## src/rtl/bcd_counter_display.sv

```systemverilog
// Multi-digit BCD up/down counter with press edge detection, hold-to-repeat,
// wrap/saturate limits and registered seven-segment outputs per digit.

module bcd_counter_display_seg #(
    parameter bit ACTIVE_LOW = 1'b1,
    parameter bit RST_BLANK  = 1'b0
) (
    input  logic       i_Clk,
    input  logic       i_Rst_n,
    input  logic [3:0] i_Digit,
    input  logic       i_Blank,
    output logic [6:0] o_Seg
);
    localparam logic [6:0] POL     = ACTIVE_LOW ? 7'h7F : 7'h00;
    localparam logic [6:0] RST_PAT = RST_BLANK ? 7'h00 : 7'h3F;

    logic [6:0] pat;

    // Patterns are active-high here, bit 0 = A ... bit 6 = G; 10-15 show blank.
    always_comb begin
        pat = 7'h00;
        if (!i_Blank) begin
            case (i_Digit)
                4'd0:    pat = 7'h3F;
                4'd1:    pat = 7'h06;
                4'd2:    pat = 7'h5B;
                4'd3:    pat = 7'h4F;
                4'd4:    pat = 7'h66;
                4'd5:    pat = 7'h6D;
                4'd6:    pat = 7'h7D;
                4'd7:    pat = 7'h07;
                4'd8:    pat = 7'h7F;
                4'd9:    pat = 7'h6F;
                default: pat = 7'h00;
            endcase
        end
    end

    always_ff @(posedge i_Clk or negedge i_Rst_n) begin
        if (!i_Rst_n) o_Seg <= RST_PAT ^ POL;
        else          o_Seg <= pat ^ POL;
    end
endmodule

module bcd_counter_display #(
    parameter int NUM_DIGITS     = 2,
    parameter int MAX_VALUE      = 99,
    parameter bit WRAP           = 1'b1,
    parameter int REPEAT_DELAY   = 12500000,
    parameter int REPEAT_RATE    = 2500000,
    parameter bit BLANK_LEADING  = 1'b0,
    parameter bit SEG_ACTIVE_LOW = 1'b1
) (
    input  logic                      i_Clk,
    input  logic                      i_Rst_n,
    input  logic                      i_Up,
    input  logic                      i_Down,
    input  logic                      i_Clear,
    output logic [4*NUM_DIGITS-1:0]   o_Count,
    output logic [7*NUM_DIGITS-1:0]   o_Segments,
    output logic                      o_Wrap
);
    if (NUM_DIGITS < 1 || NUM_DIGITS > 4 || MAX_VALUE < 0 ||
        MAX_VALUE > 10**NUM_DIGITS - 1 || REPEAT_DELAY < 1 || REPEAT_RATE < 1) begin : g_bad_param
        $error("bcd_counter_display: illegal parameter combination");
    end

    function automatic logic [4*NUM_DIGITS-1:0] to_bcd(input int v);
        logic [4*NUM_DIGITS-1:0] r;
        int x;
        r = '0;
        x = v;
        for (int d = 0; d < NUM_DIGITS; d++) begin
            r[4*d +: 4] = 4'(x % 10);
            x = x / 10;
        end
        return r;
    endfunction

    localparam logic [NUM_DIGITS-1:0][3:0] MAX_BCD = to_bcd(MAX_VALUE);
    localparam int RMAX = (REPEAT_DELAY > REPEAT_RATE) ? REPEAT_DELAY : REPEAT_RATE;
    localparam int TW   = (RMAX > 1) ? $clog2(RMAX) : 1;
    localparam logic [TW-1:0] DLY_LOAD  = TW'(REPEAT_DELAY - 1);
    localparam logic [TW-1:0] RATE_LOAD = TW'(REPEAT_RATE - 1);

    typedef enum logic [1:0] {IDLE, DELAY, REPEAT, LOCK} state_t;

    state_t                         state_q, state_d;
    logic [TW-1:0]                  tmr_q, tmr_d;
    logic                           dir_q, dir_d;
    logic                           up_q, dn_q, clr_q;
    logic                           guard_q;
    logic                           up_press, dn_press, clr_press, held;
    logic                           step, step_up, wrap_evt;
    logic [NUM_DIGITS-1:0][3:0]     cnt_q, inc_v, dec_v, nxt_v;
    logic [NUM_DIGITS-1:0]          blank;
    logic [NUM_DIGITS-1:0][6:0]     seg;
    logic                           wrap_q;

    assign up_press  = i_Up & ~up_q;
    assign dn_press  = i_Down & ~dn_q;
    assign clr_press = i_Clear & ~clr_q;
    assign held      = dir_q ? i_Up : i_Down;

    // Ripple BCD increment/decrement; the limit handling picks between them.
    always_comb begin
        logic carry, borrow;
        inc_v  = cnt_q;
        dec_v  = cnt_q;
        carry  = 1'b1;
        borrow = 1'b1;
        for (int d = 0; d < NUM_DIGITS; d++) begin
            if (carry) begin
                if (inc_v[d] == 4'd9) inc_v[d] = 4'd0;
                else begin
                    inc_v[d] = inc_v[d] + 4'd1;
                    carry    = 1'b0;
                end
            end
            if (borrow) begin
                if (dec_v[d] == 4'd0) dec_v[d] = 4'd9;
                else begin
                    dec_v[d] = dec_v[d] - 4'd1;
                    borrow   = 1'b0;
                end
            end
        end
    end

    always_comb begin
        nxt_v    = cnt_q;
        wrap_evt = 1'b0;
        if (step_up) begin
            if (cnt_q == MAX_BCD) begin
                if (WRAP) begin
                    nxt_v    = '0;
                    wrap_evt = 1'b1;
                end
            end else begin
                nxt_v = inc_v;
            end
        end else begin
            if (cnt_q == '0) begin
                if (WRAP) begin
                    nxt_v    = MAX_BCD;
                    wrap_evt = 1'b1;
                end
            end else begin
                nxt_v = dec_v;
            end
        end
    end

    // LOCK holds off after a two-button chord until both are released.
    always_comb begin
        state_d = state_q;
        tmr_d   = tmr_q;
        dir_d   = dir_q;
        step    = 1'b0;
        step_up = dir_q;
        if (clr_press) begin
            state_d = IDLE;
        end else if (i_Up && i_Down) begin
            state_d = LOCK;
        end else begin
            case (state_q)
                IDLE: begin
                    if (!guard_q && (up_press || dn_press)) begin
                        step    = 1'b1;
                        step_up = up_press;
                        dir_d   = up_press;
                        tmr_d   = DLY_LOAD;
                        state_d = DELAY;
                    end
                end
                DELAY, REPEAT: begin
                    if (!held) begin
                        state_d = IDLE;
                    end else if (tmr_q == '0) begin
                        step    = 1'b1;
                        tmr_d   = RATE_LOAD;
                        state_d = REPEAT;
                    end else begin
                        tmr_d = tmr_q - TW'(1);
                    end
                end
                LOCK: begin
                    if (!i_Up && !i_Down) state_d = IDLE;
                end
                default: state_d = IDLE;
            endcase
        end
    end

    // guard_q suppresses a false press when a button is still held as reset releases.
    always_ff @(posedge i_Clk or negedge i_Rst_n) begin
        if (!i_Rst_n) begin
            up_q    <= 1'b0;
            dn_q    <= 1'b0;
            clr_q   <= 1'b0;
            guard_q <= 1'b1;
            state_q <= IDLE;
            tmr_q   <= '0;
            dir_q   <= 1'b0;
            cnt_q   <= '0;
            wrap_q  <= 1'b0;
        end else begin
            up_q    <= i_Up;
            dn_q    <= i_Down;
            clr_q   <= i_Clear;
            guard_q <= guard_q & (i_Up | i_Down);
            state_q <= state_d;
            tmr_q   <= tmr_d;
            dir_q   <= dir_d;
            wrap_q  <= 1'b0;
            if (clr_press) begin
                cnt_q <= '0;
            end else if (step) begin
                cnt_q  <= nxt_v;
                wrap_q <= wrap_evt;
            end
        end
    end

    always_comb begin
        logic zero_up;
        blank   = '0;
        zero_up = 1'b1;
        for (int d = NUM_DIGITS - 1; d > 0; d--) begin
            zero_up  = zero_up && (cnt_q[d] == 4'd0);
            blank[d] = BLANK_LEADING && zero_up;
        end
    end

    for (genvar g = 0; g < NUM_DIGITS; g++) begin : g_seg
        bcd_counter_display_seg #(
            .ACTIVE_LOW (SEG_ACTIVE_LOW),
            .RST_BLANK  (BLANK_LEADING && (g > 0))
        ) u_seg (
            .i_Clk   (i_Clk),
            .i_Rst_n (i_Rst_n),
            .i_Digit (cnt_q[g]),
            .i_Blank (blank[g]),
            .o_Seg   (seg[g])
        );
    end

    assign o_Count    = cnt_q;
    assign o_Segments = seg;
    assign o_Wrap     = wrap_q;
endmodule

```

## config.mk

```make
export PLATFORM = sky130hd
export DESIGN_NAME = bcd_counter_display
export DESIGN_NICKNAME = d
export VERILOG_FILES = /design/src/rtl/bcd_counter_display.sv
export SDC_FILE = /design/constraint.sdc
export NUM_CORES = 1
export LEC_CHECK = 0
export CORE_UTILIZATION = 40
export DETAILED_ROUTE_END_ITERATION = 10
export HOLD_SLACK_MARGIN = 0.06
export PLACE_DENSITY = 0.59
export SLEW_MARGIN = 20
export SYNTH_ARGS = -nofsm -noshare
export SYNTH_HDL_FRONTEND = slang
export SYNTH_HIERARCHICAL = 1
export SYNTH_SLANG_ARGS = --single-unit
```

## constraint.sdc

```tcl
create_clock -name i_Clk -period 7.1 [get_ports i_Clk]
set_input_delay 1.065 -clock i_Clk [delete_from_list [all_inputs] [get_ports i_Clk]]
set_output_delay 1.065 -clock i_Clk [all_outputs]
set_load 0.005 [all_outputs]
```

==> reports/qor.yml <==
status: "completed"
slew_viol_final: 0
netSwitchingPower_uw: 576
synth_cell_type_count: 60
cts_resized: 0
htreeDepth: 2
initial_core_util_pct: 41.0
boundaryPins: 28
crit_required_ps: 7310
cp_common_cell: "nand2_1"
fmax_ghz: 0.288
n_antenna_cell: 0
startpoint_type: "input pin"
crit_path_end_kind: "flop"
synthTopCellsByCount: "dfrtp_1 (51), nand2_1 (32), nor2_1 (29)"
die_y_microns: 93.5
clkPwrFrac_pct: 15.0
via_per_inst: 5.32
fin_setup_tns_ps: 0
hold_path_class: "flop to flop"
synth-adder-area-share_pct: 7.85
gp_congestion: 0.814
crit_start: "i_Clear"
clk_path_buf_depth: 2
hp-start: "guard_q"
crit_type: "input pin to flop"
clk_latency_ps: 320
pwr-share-comb_pct: 47.7
rsz0062_at_grt: "no"
clock-sinks: 54
maxCapViolCount: 0
grt_pass1_vias: 2552
cp.arrival_ps: 3680
critPathSlowestCell: "a211oi_1"
synth_simple_gate_area_share_pct: 22.2
hpwl_microns: 4900
dieArea_sq_um: 8740
synth.area.top_cells: "dfrtp_1 (38%), ha_1 (7.8%), a21oi_1 (3.9%)"
switching_share_pct: 41.1
numCtsBuffers: 5
die_w_microns: 93.5
crit_chain: "clkdlybuf4s50_1 -> nand2b_1 -> nand2_1 -> a211oi_1 -> nand2_1 -> o41ai_1"
avgSynthCellArea_sq_um: 9.25
grt_pass1_wl_microns: 12000
ys_seq_elements: 54
layout.nets: 428
async_reset_ff_share_pct: 100
routed_wl_microns: 7000
period_share_pct: 48.9
slew_headroom_pct: 34.9
postCtsSetupBuffers: 0
finalSetupViolCount: 0
cts_tree: "done"
synth_top_area_share_pct: 38.1
whs_ps: 472
ir_drop_v: 0.000142
core_sq_um: 8180
worstMarginPinSlew_ps: 971
clk_pin_slew_ps: 90
synth_top_area_cell: "dfrtp_1"
synth_edf_count: 0
yosys-mux-area-fraction_pct: 1.83
layout-drive-gt1-share_pct: 7.69
gr-usage-all-layers_pct: 17.5
synthCells: 362
rows: 33
drtPass1Iterations: 4
ys_warn_count: 6
synth_area_sq_um: 3350
seq_area_frac_synth_pct: 40.5
cp_max_fo: 15
fin_crit_ps: 3470
grt-ovfl-total: 0
antenna_found_initial: 0
intPower_uw: 826
synthToLayoutAreaGrowth_pct: 15.2
crit_path_max_incr_delay_ps: 860
p_leak_uw: 0.00155
seq_power_share_pct: 37.3
vias: 2705
synth_most_common_cell: "dfrtp_1"
ant_nets: 0
root_buffer: "clkbuf_8"
grt_max_degree: 55
finalHoldViolCount: 0
hold_buffers: 0
timing.rr.start: "tmr_q[18]"
drc: 0
ys.flop_type: "dfrtp_1"
synth_compound_area_share_pct: 19.8
io_buffers: 27
synth_top_family_by_area: "simple AND/OR/NAND/NOR gates"
synth-xor-area-share_pct: 3.40
power_density_nw_per_um2: 363
skew_ps: 11.1
drt-initial-drc-count: 102
wl_per_cell_microns: 13.8
## cell families after synthesis
group	count (synthesis)
AO/OA/AOI/OAI	100
XOR/XNOR	13
adder cells (fa/ha/maj)	21
buffers and inverters	32
flip-flops	54
multiplexers	6
other	1
AND/OR/NAND/NOR	135
## worst paths after layout
kind                                   end  slack (ps)  cells after the start
worst max-delay path              tmr_q[6]        3630                      6
worst min-delay path               guard_q         470                      1
worst max register to register  o_Count[7]        4010                      6
worst min register to register     guard_q         470                      1
max in group asynchronous        tmr_q[11]        5770                      2
min in group asynchronous       o_Count[3]         870                      2
## flip-flops by register name (all words and copies together) (netlist names)
name	count
dn_q	1
up_q	1
guard_q	1
clr_q	1
g_seg.u_seg/o_Seg	14
tmr_q	24
o_Count	8
dir_q	1
state_q	2
o_Wrap	1
## cells in the final DEF (no fill, tap or decap), drive strengths merged, types with 7 or more instances in the layout
| cell | n |
|---|---|
| o21ai | 27 |
| nand2 | 33 |
| a21oi | 27 |
| nand3 | 9 |
| clkdlybuf4s50 | 26 |
| ha | 21 |
| nor3 | 13 |
| nor3b | 7 |
| nand2b | 13 |
| dfrtp | 51 |
| nor2 | 29 |
| xnor2 | 8 |
| nor2b | 7 |
| conb | 14 |
| nor4 | 9 |
| inv | 23 |
## layout make-up
cell class	instances	area (sq um)
Timing Repair Buffer	29	278
Tap cell	105	131
Clock buffer	5	68.8
Sequential cell	54	1360
Fill cell	777	4320
Multi-Input combinational cell	289	1900
Clock inverter	3	40.0
Inverter	23	86.3
## critical path: cells and delay by family
family,cells,cell delay (ps)
AOI/OAI and AO/OA,2,1220
and+or+nand+nor,3,970
buffers and inverters,1,420
## power groups by stage
stage,registers [uW],logic (uW),clock network [uW]
floorplan,498,471,0
global placement,529,655,0
detailed placement,530,670,0
CTS,525,672,218
global route,543,760,228
finish,522,668,211
## metrics by stage
| stage | worst slack (ps) | std cells | utilization, % | instance area [sq um] | power [uW] |
|---|---|---|---|---|---|
| after floorplan | 4530 | 375 | - | 3400 | 970 |
| final | 3630 | 508 | 47.2 | 3860 | 1400 |
| after global routing | 3560 | 508 | 47.2 | 3860 | 1530 |
| after global placement | 3340 | 499 | 45.8 | 3740 | 1180 |
| after detailed placement | 3400 | 500 | 45.8 | 3750 | 1200 |
| after CTS | 3700 | 508 | 47.2 | 3860 | 1420 |
## layer usage
| layer | global-route usage (%) | up-vias | routed length [microns] |
|---|---|---|---|
| li1 | - | 1357 | - |
| met1 | 22.7 | 1300 | 3310 |
| met2 | 29.9 | 39 | 3400 |
| met3 | 2.85 | 9 | 192 |
| met4 | 5.38 | 0 | 100 |
| met5 | 0 | - | 0 |
(Power assumes the default switching activity.)
